`src/rtl/multicycle_ctrl.sv`:
```
// multicycle_ctrl: IF/ID/EXE/MEM/WB control FSM for the MIPS-subset CPU, with a retired-instruction counter.
module multicycle_ctrl #(
    parameter int CNT_W = 32
) (
    input  logic             CLK,
    input  logic             Reset,
    input  logic [5:0]       opcode,
    input  logic             zero,
    output logic             PCWre,
    output logic             IRWre,
    output logic             RegWre,
    output logic             mem_rd,
    output logic             mem_wr,
    output logic             alu_src_b,
    output logic             reg_dst,
    output logic             mem_to_reg,
    output logic [2:0]       alu_op,
    output logic [1:0]       pc_src,
    output logic [2:0]       state,
    output logic             halted,
    output logic [CNT_W-1:0] instr_count
);
    typedef enum logic [2:0] {
        S_IF   = 3'b000,
        S_ID   = 3'b001,
        S_EXE  = 3'b010,
        S_MEM  = 3'b011,
        S_WB   = 3'b100,
        S_HALT = 3'b101
    } state_e;

    state_e           state_q, state_d;
    logic [CNT_W-1:0] cnt_q;

    logic is_r, is_addi, is_lw, is_sw, is_beq, is_j, is_halt, is_nop;
    assign is_r    = opcode == 6'b000000;
    assign is_addi = opcode == 6'b001000;
    assign is_lw   = opcode == 6'b100011;
    assign is_sw   = opcode == 6'b101011;
    assign is_beq  = opcode == 6'b000100;
    assign is_j    = opcode == 6'b000010;
    assign is_halt = opcode == 6'b111111;
    assign is_nop  = !(is_r || is_addi || is_lw || is_sw || is_beq || is_j || is_halt);

    always_ff @(posedge CLK) begin
        if (Reset) begin
            state_q <= S_IF;
            cnt_q   <= '0;
        end else begin
            state_q <= state_d;
            cnt_q   <= cnt_q + {{(CNT_W-1){1'b0}}, PCWre};
        end
    end

    always_comb begin
        state_d    = S_IF;
        PCWre      = 1'b0;
        IRWre      = 1'b0;
        RegWre     = 1'b0;
        mem_rd     = 1'b0;
        mem_wr     = 1'b0;
        alu_src_b  = 1'b0;
        reg_dst    = 1'b0;
        mem_to_reg = 1'b0;
        alu_op     = 3'b000;
        pc_src     = 2'b00;
        halted     = 1'b0;
        case (state_q)
            S_IF: begin
                IRWre   = 1'b1;
                state_d = S_ID;
            end
            S_ID: begin
                // j, halt and NOP finish here; everything else needs the ALU
                PCWre   = is_j || is_nop;
                pc_src  = is_j ? 2'b10 : 2'b00;
                state_d = (is_j || is_nop) ? S_IF : is_halt ? S_HALT : S_EXE;
            end
            S_EXE: begin
                alu_op    = is_beq ? 3'b001 : is_r ? 3'b010 : 3'b000;
                alu_src_b = !(is_beq || is_r);
                PCWre     = is_beq;
                pc_src    = (is_beq && zero) ? 2'b01 : 2'b00;
                state_d   = is_beq ? S_IF : (is_r || is_addi) ? S_WB : S_MEM;
            end
            S_MEM: begin
                alu_src_b = 1'b1;
                mem_rd    = is_lw;
                mem_wr    = is_sw;
                PCWre     = is_sw;
                state_d   = is_sw ? S_IF : S_WB;
            end
            S_WB: begin
                RegWre     = 1'b1;
                PCWre      = 1'b1;
                reg_dst    = is_r;
                alu_op     = is_r ? 3'b010 : 3'b000;
                alu_src_b  = is_addi;
                mem_to_reg = is_lw;
            end
            S_HALT: begin
                halted  = 1'b1;
                state_d = S_HALT;
            end
            default: state_d = S_IF;
        endcase
    end

    assign state       = state_q;
    assign instr_count = cnt_q;
endmodule
```
`config.mk`:
```
export PLATFORM = sky130hd
export DESIGN_NAME = multicycle_ctrl
export DESIGN_NICKNAME = d
export VERILOG_FILES = /design/src/rtl/multicycle_ctrl.sv
export SDC_FILE = /design/constraint.sdc
export NUM_CORES = 1
export LEC_CHECK = 0
export ABC_CLOCK_PERIOD_IN_PS = 3200
export BUFFER_PORTS_ARGS = -buffer_cell sky130_fd_sc_hd__buf_4
export CAP_MARGIN = 10
export CORE_MARGIN = 1
export CORE_UTILIZATION = 45
export DETAILED_ROUTE_END_ITERATION = 12
export PLACE_DENSITY = 0.74
export SYNTH_ARGS = -nofsm -noshare
export SYNTH_HDL_FRONTEND = slang
export SYNTH_SLANG_ARGS = --single-unit
```
`constraint.sdc`:
```
create_clock -name CLK -period 3.2 [get_ports CLK]
set_input_delay 0.48 -clock CLK [delete_from_list [all_inputs] [get_ports CLK]]
set_output_delay 0.48 -clock CLK [all_outputs]
set_load 0.01 [all_outputs]
```
* Word-level counts from Yosys, hierarchy flattened *
Index checks and enable logic that the tools add are counted.

word-level totals
  bits in registers = 35
  latch bits = 0
  bits in writable memories = 0
  memory bits (read-only) = 0
  bits of input ports = 9
  output and inout port bits = 49
  logic and storage cells = 48
  memories kept = 0

operators by class
  add/sub/neg operators = 1
  $mul = 0
  div/mod/pow operators = 0
  order comparisons = 0
  eq/ne operators = 11
  shift operators = 0
  mux-type cells = 21
  bitwise operators = 0
  reductions and logical operators = 13

operators by type and width
  operator                                                                number
  32-bit by 1-bit adder with 32-bit output                                1
  6-bit equality test (second input constant)                             3
  3-bit two-way mux                                                       6
  3-bit one-hot mux with 5 select lines                                   1
  1-bit logical OR                                                        8
  1-bit two-way mux                                                       8
  3-bit by 2-bit equality test with 1-bit output (second input constant)  2
  3-bit equality test (second input constant)                             2
  6-bit by 2-bit equality test with 1-bit output (second input constant)  1
  6-bit by 3-bit equality test with 1-bit output (second input constant)  1
  6-bit by 4-bit equality test with 1-bit output (second input constant)  1
  6-bit zero test                                                         1
  3-bit one-hot mux with 2 select lines                                   1
  2-bit two-way mux                                                       2
  1-bit one-hot mux with 4 select lines                                   1
  2-bit one-hot mux with 2 select lines                                   1
  3-bit by 1-bit equality test with 1-bit output (second input constant)  1
  3-bit zero test                                                         1
  1-bit one-hot mux with 3 select lines                                   1
  1-bit zero test                                                         2
  1-bit logical AND                                                       1

* Longest topological paths before layout *
  word-level depth = 11
  depth in mapped cells = 12
  gate-level depth less buffers = 10

* Least setup slack after synthesis *
Ideal clock, no wire load.

  path type = input to register
  start = input opcode[5]
  end = register cnt_q[24] (netlist: instr_count[24])
  library setup time = 0.121 ns
  arrival = 3.463 ns
  required time = 3.079 ns
  setup slack = -0.383 ns
  stages on the path = 12
  buffers on the path = 2
  path through = or4_1 clkbuf_1 nor3_1 and3_1 or4_1 ha_1 ha_1 nand4_1 or3_1 buf_2 nor4_1 mux2_2

on the way
  word-level cells in the longest chain between the ends = 11
  elaborated cells between the ends (all ways) = 17
  classes of those cells = 1 x add/sub; 6 x eq/ne; 1 x mux; 9 x reduce/logical

RTL lines
  what                                                                               RTL line  text
  start, declared                                                                    7         input logic [5:0] opcode,
  6-bit by 4-bit equality test with 1-bit output or 6-bit zero test (tied branches)  37, 36
  1-bit logical OR (6 in a row)                                                      43        assign is_nop = !(is_r || is_addi || is_lw || is_sw || is_beq || is_j || is_halt);
  1-bit zero test                                                                    43
  1-bit logical OR                                                                   75        PCWre = is_j || is_nop;
  1-bit one-hot mux with 4 select lines *                                            68        case (state_q)
  via PCWre                                                                          9         output logic PCWre,
  32-bit by 1-bit adder with 32-bit output *                                         51        cnt_q <= cnt_q + {{(CNT_W-1){1'b0}}, PCWre};
  end signal, assigned                                                               51
  end, declared                                                                      33        logic [CNT_W-1:0] cnt_q;

The timed path passes the listed nets; every way through them passes the cells marked *.
A chain may end at the register's enable or synchronous reset.

* Final worst setup path *
  start = input opcode[5]
  end = register cnt_q[20] (netlist: instr_count[20])

on the way
  word-level cells in the longest chain between the ends = 11
  elaborated cells between the ends (all ways) = 17
  classes of those cells = 1 x add/sub; 6 x eq/ne; 1 x mux; 9 x reduce/logical

RTL lines
  what                                                                               RTL line
  6-bit by 4-bit equality test with 1-bit output or 6-bit zero test (tied branches)  37, 36
  1-bit logical OR (6 in a row)                                                      43
  1-bit zero test                                                                    43
  1-bit logical OR                                                                   75
  1-bit one-hot mux with 4 select lines *                                            68
  32-bit by 1-bit adder with 32-bit output *                                         51

Every way passes the cells marked *; elsewhere a longest branch is shown, timed or not.

==> flow_metrics.env <==
export IMPL_status="complete, no violations"
export IMPL_cts_buffers=5
export IMPL_first_pass_iters=4
export IMPL_first_global_vias=1637
export IMPL_core_rowCount=23
export IMPL_globalRouteTotalUtil_pct=21.9
export IMPL_cts_tree="built"
export IMPL_synthCells=230
export IMPL_rsz0062_at_grt="false"
export IMPL_synth_most_common_cell="dfxtp_1"
export IMPL_start_kind="input port"
export IMPL_synthFlopType="dfxtp_1"
export IMPL_clkLatencyLatePin_ns=0.28
export IMPL_seq_area_frac_synth_pct=37.1
export IMPL_syn_num_nets=241
export IMPL_core_um2=4030
export IMPL_syn_area_per_cell_um2=8.22
export IMPL_io_buffer_count=56
export IMPL_postCtsSetupBuffers=0
export IMPL_post_cts_resize_count=0
export IMPL_synthArstFlopShare_pct=0
export IMPL_drv_slew=0
export IMPL_grt_max_degree=43
export IMPL_cap_viol_max_count=0
export IMPL_wire_per_inst_um=12.9
export IMPL_initial_core_util_pct=46.9
export IMPL_hold_violations=0
export IMPL_setup_viol=0
export IMPL_drc=0
export IMPL_cts_hold_buf=0
export IMPL_min_period_ns=2.96
export IMPL_gr_total_overflow=0
export IMPL_syn_area_um2=1890
export IMPL_critical_path_class="input port to flip-flop"
export IMPL_drive_gt1_share_pct=34.5
export IMPL_die_y_um=66.8
export IMPL_clock_skew_ns=0.00184
export IMPL_wirelength_mm=4.37
export IMPL_synth_top_area_share_pct=37.1
export IMPL_power_w=0.000856
export IMPL_htreeDepth=2
export IMPL_cp_max_fo=14
export IMPL_synth_area_leaders="dfxtp_1 (37%), nor2_1 (5.8%), or4_1 (5.2%)"
export IMPL_cts_sinks=35
export IMPL_ys_ff_latch=35
export IMPL_finalWorstSetupSlack_ns=0.237
export IMPL_worstPathRequired_ns=3.41
export IMPL_grt_pass1_wl_mm=7.33
export IMPL_dp_hpwl_mm=3.17
export IMPL_yosysWarnings=0
export IMPL_dpl_worst_slack_ns=-0.0712
export IMPL_ys_types=43
export IMPL_antenna_cells=0
export IMPL_cts_buffer_depth=2
export IMPL_grt_antenna_before_repair=0
export IMPL_io_pins=58
export IMPL_synth_common_cells="dfxtp_1 (35), nor2_1 (29), a21oi_1 (14), nand3_1 (14), or4_1 (13)"
export IMPL_max_freq_mhz=338
export IMPL_drt_iter0_markers=113
export IMPL_cp_arrival_ns=3.17
export IMPL_rrSetupSlack_ns=0.26
export IMPL_synth_edff_count=0
export IMPL_antenna_left=0
export IMPL_power_density_nw_per_um2=334
export IMPL_die_area_um2=4460
export IMPL_vias=1906
export IMPL_yosys_area_top_type="dfxtp_1"
export IMPL_cts_root_buf="clkbuf_8"
export IMPL_period_share_pct=92.6
export IMPL_clkTransAtPathRegs_ns=0.07
export IMPL_dieWidth_um=66.8
export IMPL_gp_congestion=0.890
export IMPL_end_kind="flip-flop"
export IMPL_via_per_inst=5.61
export IMPL_hold_path_class="flip-flop to flip-flop"
export IMPL_fin_tns_setup_ns=0
export IMPL_nNetsFinal=300
export IMPL_syn2layout_area_growth_pct=35.5
export IMPL_vdd_ir_drop_max_uv=154
export IMPL_p_leak_nw=0.970
==> power breakdown <==
part           total (W)  internal, W  switching [W]
clock           0.000348     0.000196       0.000152
sequential      0.000444     0.000439     0.00000483
combinational  0.0000642    0.0000302      0.0000340
==> stage by stage <==
stage	std cells	hold WS, ns	area, um2	util (%)
final	340	0.493	2560	63.6
after global routing	340	0.522	2560	63.6
after CTS	340	0.492	2560	63.6
after detailed placement	332	0.483	2460	61.1
after global placement	332	0.477	2460	61.1
after floorplan	230	0.504	2000	-
==> flip-flops by register name, summed over array words and instances, names as in the netlist <==
signal / count
instr_count: 32
state: 3
==> layout make-up <==
class / count / area (um2)
fillers: 378 / 1470
multi-input cells: 175 / 1180
flip-flops and latches: 35 / 701
repair buffers: 66 / 495
clock buffers: 8 / 100
well taps: 50 / 62.6
inverters: 6 / 22.5
==> layout by cell type, fill, tap and decap left out, types with 2 or more instances in the layout <==
master,count
a21oi_1,14
and2_1,2
and4_1,4
buf_4,66
clkbuf_8,7
dfxtp_1,35
ha_4,2
inv_1,6
mux2_2,7
nand2_1,11
nand2b_1,3
nand3_1,14
nand4_1,4
nor2_1,29
nor2b_1,10
nor3_1,5
nor4_1,4
nor4_2,4
o21ai_0,3
o31ai_1,11
or2_2,4
or4_1,11
or4_4,3
xnor2_1,7
xor2_1,5
==> worst paths after layout <==
kind,endpoint,start,cells after the start
worst max-delay path,instr_count[20],opcode[5],11
worst min-delay path,instr_count[28],instr_count[28],2
worst max register to register,instr_count[20],state[1],10
worst min register to register,instr_count[28],instr_count[28],2
==> cell families (layout without fill, tap and decap cells) <==
kind of cell	Yosys count	after routing	share of synthesized area [%]
flip-flops	35	35	37.1
adder cells (fa/ha/maj)	2	2	1.32
XOR/XNOR	12	12	5.56
other	1	1	0.198
multiplexers	7	7	4.17
AND/OR/NAND/NOR	119	119	35.5
buffers and inverters	20	80	4.63
AO/OA/AOI/OAI	34	34	11.5
==> critical path: stages <==
cell	delay, ns
buf_4	0.11
or4_4	0.56
nor3_4	0.13
and3_4	0.21
or4_4	0.13
ha_4	0.15
ha_4	0.12
nand4_1	0.11
or3_4	0.47
or4_1	0.52
a21oi_1	0.16
==> per-layer routing <==
layer  routed length, um  vias to the layer above  global-route usage [%]
met5                   0                        -                       0
met2                2010                       67                    34.8
met1                2060                      880                    27.3
met4                  55                        0                    9.04
li1                    -                      955                       -
met3                 248                        4                    6.16
(Power assumes the default switching activity.)
